### src/rtl/aexm_hazard_unit.sv
// -----------------------------------------------------------------------------
// aexm_hazard_unit
//
// Decode-side hazard control for the AEXM pipeline. It tracks the destination
// register of every in-flight instruction (one scoreboard entry per stage after
// decode), generates forwarding selects for the three decode source operands,
// and produces the global decode stall for load-use hazards and for
// multi-cycle (barrel shift) operations.
//
// Parameters
//   AW        register address width
//   DEPTH     tracked stages after decode (1 = execute ... DEPTH = writeback)
//   LOAD_LAT  first stage index at which a load result can be forwarded
//   MC_LAT    issue occupancy of a multi-cycle op, in d_en cycles
//
// Ports
//   gclk, grst_n      clock (rising edge), asynchronous active-low reset
//   d_en              pipeline advance enable
//   x_skip            squash the instruction currently in stage 1
//   d_valid/d_we/d_load/d_multi   decode instruction attributes
//   d_rd              decode destination register
//   d_ra/d_rb/d_rs    decode sources A, B and store data
//   a_sel/b_sel/s_sel forwarding selects: 0 = regfile, k = stage k result
//   stall             hold decode and insert a bubble into stage 1
//   wb_rd/wb_we       destination and write enable of the last tracked stage
// -----------------------------------------------------------------------------
module aexm_hazard_unit #(
  parameter int  AW       = 5,
  parameter int  DEPTH    = 3,
  parameter int  LOAD_LAT = 2,
  parameter int  MC_LAT   = 4,
  localparam int SW       = $clog2(DEPTH + 1)
) (
  input  logic          gclk,
  input  logic          grst_n,
  input  logic          d_en,
  input  logic          x_skip,
  input  logic          d_valid,
  input  logic          d_we,
  input  logic          d_load,
  input  logic          d_multi,
  input  logic [AW-1:0] d_rd,
  input  logic [AW-1:0] d_ra,
  input  logic [AW-1:0] d_rb,
  input  logic [AW-1:0] d_rs,
  output logic [SW-1:0] a_sel,
  output logic [SW-1:0] b_sel,
  output logic [SW-1:0] s_sel,
  output logic          stall,
  output logic [AW-1:0] wb_rd,
  output logic          wb_we
);

  // Counter only ever holds MC_LAT-1 down to 1.
  localparam int CW = (MC_LAT > 1) ? $clog2(MC_LAT) : 1;

  typedef struct packed {
    logic          v;
    logic [AW-1:0] rd;
    logic          ld;
  } entry_t;

  typedef enum logic {
    IDLE,
    BUSY
  } state_t;

  entry_t          sb [1:DEPTH];
  logic [DEPTH:1]  eff_v;
  logic [AW-1:0]   src     [3];
  logic [SW-1:0]   raw_sel [3];
  logic [2:0]      hz;
  logic            load_hz;
  state_t          state, state_nx;
  logic [CW-1:0]   cnt, cnt_nx;

  // ---------------------------------------------------------------------------
  // Scoreboard shift register
  // ---------------------------------------------------------------------------
  // NOTE: every entry is cleared on reset, not just the valid bits, so wb_rd
  // reads 0 while in reset and the array never carries X into the compares.
  // NOTE: sequential state uses non-blocking assignments so each entry samples
  // its neighbour's pre-edge value and the shift happens in one step.
  always_ff @(posedge gclk or negedge grst_n) begin
    if (!grst_n) begin
      for (int k = 1; k <= DEPTH; k++) begin
        sb[k] <= '0;
      end
    end else if (d_en) begin
      // A stalled decode enters stage 1 as a bubble; r0 is never recorded.
      sb[1] <= '{v:  d_valid & d_we & (d_rd != '0) & ~stall,
                 rd: d_rd,
                 ld: d_load};
      // A squashed stage-1 instruction moves on but no longer writes.
      sb[2] <= '{v: sb[1].v & ~x_skip, rd: sb[1].rd, ld: sb[1].ld};
      for (int k = 3; k <= DEPTH; k++) begin
        sb[k] <= sb[k-1];
      end
    end
  end

  always_comb begin
    for (int k = 1; k <= DEPTH; k++) begin
      eff_v[k] = sb[k].v;
    end
    eff_v[1] = sb[1].v & ~x_skip;
  end

  // ---------------------------------------------------------------------------
  // Forwarding lookup: youngest matching stage wins. Walking from the oldest
  // stage down lets the last hit (smallest k) overwrite older ones.
  // ---------------------------------------------------------------------------
  assign src[0] = d_ra;
  assign src[1] = d_rb;
  assign src[2] = d_rs;

  // NOTE: every combinational output is given a default before the loops so
  // no path leaves it unassigned and no latch is inferred.
  always_comb begin
    for (int i = 0; i < 3; i++) begin
      raw_sel[i] = '0;
      hz[i]      = 1'b0;
      for (int k = DEPTH; k >= 1; k--) begin
        if (src[i] != '0 && eff_v[k] && sb[k].rd == src[i]) begin
          raw_sel[i] = SW'(k);
          // Load data is not on the bypass network before LOAD_LAT.
          hz[i]      = sb[k].ld && (k < LOAD_LAT);
        end
      end
    end
  end

  assign load_hz = d_valid & (|hz);
  assign stall   = load_hz | (state == BUSY);

  // A source waiting on load data has nothing valid to forward yet.
  assign a_sel = (hz[0] & stall) ? '0 : raw_sel[0];
  assign b_sel = (hz[1] & stall) ? '0 : raw_sel[1];
  assign s_sel = (hz[2] & stall) ? '0 : raw_sel[2];

  assign wb_rd = sb[DEPTH].rd;
  assign wb_we = sb[DEPTH].v;

  // ---------------------------------------------------------------------------
  // Multi-cycle occupancy FSM
  // ---------------------------------------------------------------------------
  always_ff @(posedge gclk or negedge grst_n) begin
    if (!grst_n) begin
      state <= IDLE;
      cnt   <= '0;
    end else begin
      state <= state_nx;
      cnt   <= cnt_nx;
    end
  end

  always_comb begin
    state_nx = state;
    cnt_nx   = cnt;
    if (d_en) begin
      case (state)
        IDLE: begin
          if (d_valid && d_multi && !stall && (MC_LAT > 1)) begin
            state_nx = BUSY;
            cnt_nx   = CW'(MC_LAT - 1);
          end
        end
        BUSY: begin
          cnt_nx = cnt - 1'b1;
          if (cnt == CW'(1)) begin
            state_nx = IDLE;
          end
        end
        default: state_nx = IDLE;
      endcase
    end
  end

endmodule

### config.mk
export PLATFORM = sky130hd
export DESIGN_NAME = aexm_hazard_unit
export DESIGN_NICKNAME = d
export VERILOG_FILES = /design/src/rtl/aexm_hazard_unit.sv
export SDC_FILE = /design/constraint.sdc
export NUM_CORES = 1
export LEC_CHECK = 0
export ABC_AREA = 1
export ABC_CLOCK_PERIOD_IN_PS = 2300
export BUFFER_PORTS_ARGS = -buffer_cell sky130_fd_sc_hd__buf_4
export CAP_MARGIN = 15
export CORE_UTILIZATION = 45
export DETAILED_ROUTE_END_ITERATION = 8
export PLACE_DENSITY_LB_ADDON = 0.25
export SLEW_MARGIN = 20
export SYNTH_ARGS = -nofsm -noshare
export SYNTH_HDL_FRONTEND = slang
export SYNTH_SLANG_ARGS = --single-unit
### constraint.sdc
create_clock -name gclk -period 2.3 [get_ports gclk]
set_input_delay 0.23 -clock gclk [delete_from_list [all_inputs] [get_ports gclk]]
set_output_delay 0.23 -clock gclk [all_outputs]
set_load 0.1 [all_outputs]
==> impl_metrics.json <==
{
  "fin_worst_skew_ns": 0.00441,
  "placed_area_um2": 2140,
  "relSlewSlack_pct": 75.1,
  "clk_latency_ns": 0.27,
  "synth_top_area_share_pct": 30.5,
  "finalCriticalPeriod_ns": 2.22,
  "diodes": 0,
  "slew_viol_final": 0,
  "crit_type": "flop to output port",
  "drt_iter0_markers": 173,
  "endpoint_kind": "output port",
  "grt_pass1_vias": 1780,
  "nNetsFinal": 339,
  "fmax_mhz": 451,
  "htreeDepth": 1,
  "vias_per_cell": 5.24,
  "setup.worst_path.start_class": "flop",
  "peakVddDrop_v": 0.000506,
  "maxCapViolCount": 0,
  "wl_per_cell_um": 13.7,
  "die_w_um": 65.3,
  "grt_overflow": 0,
  "die_y_um": 65.3,
  "cts_setup_buffers": 0,
  "numClockSinks": 22,
  "crit_path_max_fanout": 5,
  "gp_congestion": 0.950,
  "num_vias": 1872,
  "synth.largest_area_cell": "dfrtp_1",
  "worst_slack_ns": 0.0833,
  "antenna_found_initial": 0,
  "nFillCells": 381,
  "initial_core_util_pct": 48.2,
  "fin_tns_setup_ns": 0,
  "synth_area_leaders": "dfrtp_1 (31%), nand2_1 (19%), inv_1 (6.7%)",
  "arrival_ns": 1.99,
  "yosysSeqAreaShare_pct": 30.5,
  "die_area_um2": 4260,
  "dpl.hpwl_um": 3860,
  "grt_max_degree": 34,
  "layout_common_cells": "nand2_1 (91), buf_4 (39), inv_1 (31)",
  "wirelength_um": 4900,
  "cts_tree": "done",
  "drc_errors": 0,
  "synthCells": 274,
  "cts.reportedPaths.clkPinSlew_ns": 0.09,
  "track_usage_pct": 25.4,
  "fin_crit_sh_pct": 96.4,
  "syn_avg_cell_area_um2": 6.58,
  "grt_pass1_wl_um": 8160,
  "synth_seq_cells": 22,
  "place_ws_ns": 0.319,
  "ios": 41,
  "area_growth_pct": 24.6,
  "cts_made_buffers": 3,
  "cts-root-buf": "clkbuf_8",
  "port_buffers": 40,
  "p_leak_nw": 1.15,
  "final_area_um2": 2250,
  "setup_viol_count_final": 0,
  "power_density_nw_per_um2": 639,
  "coreArea_um2": 3740,
  "syn-num-nets": 303,
  "holdCritPathClass": "input pin to flop",
  "drive_above_1_share_pct": 28.8,
  "ant_nets": 0,
  "rows": 22,
  "crit_required_ns": 2.07,
  "syn_area_um2": 1800,
  "hold_viol": 0,
  "first_pass_iters": 4,
  "yosys.cell_types.count": 31,
  "layout_commonest_cell": "nand2_1",
  "cts_buffer_depth": 2,
  "yosysWarnings": 0,
  "outcome": "complete, no violations",
  "tightest_slew_ns": 0.370
}
metrics by stage:
stage,cells,utilization (%),power (mW),hold WS [ns]
floorplan,274,-,0.969,-0.0656
global placement,352,57.1,1.12,0.148
detailed placement,352,57.1,1.13,0.147
CTS,357,58.9,1.42,0.162
global route,357,60.0,1.52,0.178
finish,357,60.0,1.44,0.162
what timing repair did:
item	4_1_cts	5_1_grt
hold endpoints to repair	22	0
resized for setup	0	13
hold buffers	1	0
endpoints found under the setup margin	0	5
state kept, by name, summed over array words and instances, names as in the netlist:
signal	cells
sb	12
wb_rd	5
cnt	2
eff_v	1
state	1
wb_we	1
critical path: stages (launching register included):
cell	delay, ns
dfrtp_1	0.48
xnor2_1	0.20
o211ai_1	0.13
nor4_1	0.36
nand2_1	0.17
a21oi_4	0.15
buf_6	0.23
power breakdown:
group | internal, mW | total [mW] | switching, mW
logic | 0.191 | 0.598 | 0.408
registers | 0.452 | 0.544 | 0.0918
clock network | 0.153 | 0.293 | 0.140
Yosys cell counts, drive strengths merged:
| library cell | number |
|---|---|
| clkbuf | 5 |
| a211oi | 1 |
| nor4 | 3 |
| o22ai | 3 |
| o21ai | 20 |
| nand3 | 13 |
| nor3 | 2 |
| o211ai | 2 |
| clkinv | 1 |
| a21oi | 8 |
| inv | 44 |
| nand2 | 94 |
| ha | 1 |
| o21a | 2 |
| xor2 | 8 |
| or2 | 1 |
| o211a | 1 |
| nor2 | 19 |
| o221ai | 1 |
| nand4 | 7 |
| dfrtp | 22 |
| xnor2 | 10 |
| a221oi | 1 |
| buf | 5 |
path summary, 6_finish.rpt:
check,cells after the start,from,endpoint,slack [ns]
worst max-delay path,6,wb_rd[4],b_sel[0],0.08
worst min-delay path,3,d_load,sb[14],0.16
worst max register to register,12,sb[19],cnt[0],0.74
worst min register to register,2,sb[20],sb[20],0.51
max in group asynchronous,2,grst_n,sb[9],1.66
min in group asynchronous,2,grst_n,sb[11],0.38
metal layers:
layer	vias up	global-route usage (%)	part of all wire, %
li1	929	-	-
met1	862	34.2	46
met2	69	42.7	47
met3	12	2.95	5.3
met4	0	7.34	2.1
met5	-	0	0
kinds of logic (layout without fill, tap and decap cells):
family | count (synthesis) | count (layout) | synth area share, %
AO/OA/AOI/OAI | 39 | 39 | 12.4
adder cells (fa/ha/maj) | 1 | 1 | 0.694
buffers and inverters | 55 | 90 | 12.5
AND/OR/NAND/NOR | 139 | 139 | 35.1
flip-flops | 22 | 22 | 30.5
XOR/XNOR | 18 | 18 | 8.74
final cells by class:
type,count,area (µm²),share of cell area [%]
clock buffer,4,55.1,2.45
inverter,45,169,7.52
multi-input combinational,197,1090,48.6
sequential,22,557,24.8
tap,48,60.1,2.67
timing repair buffer,41,314,14.0
No activity file was read; power rests on OpenSTA's default activity.
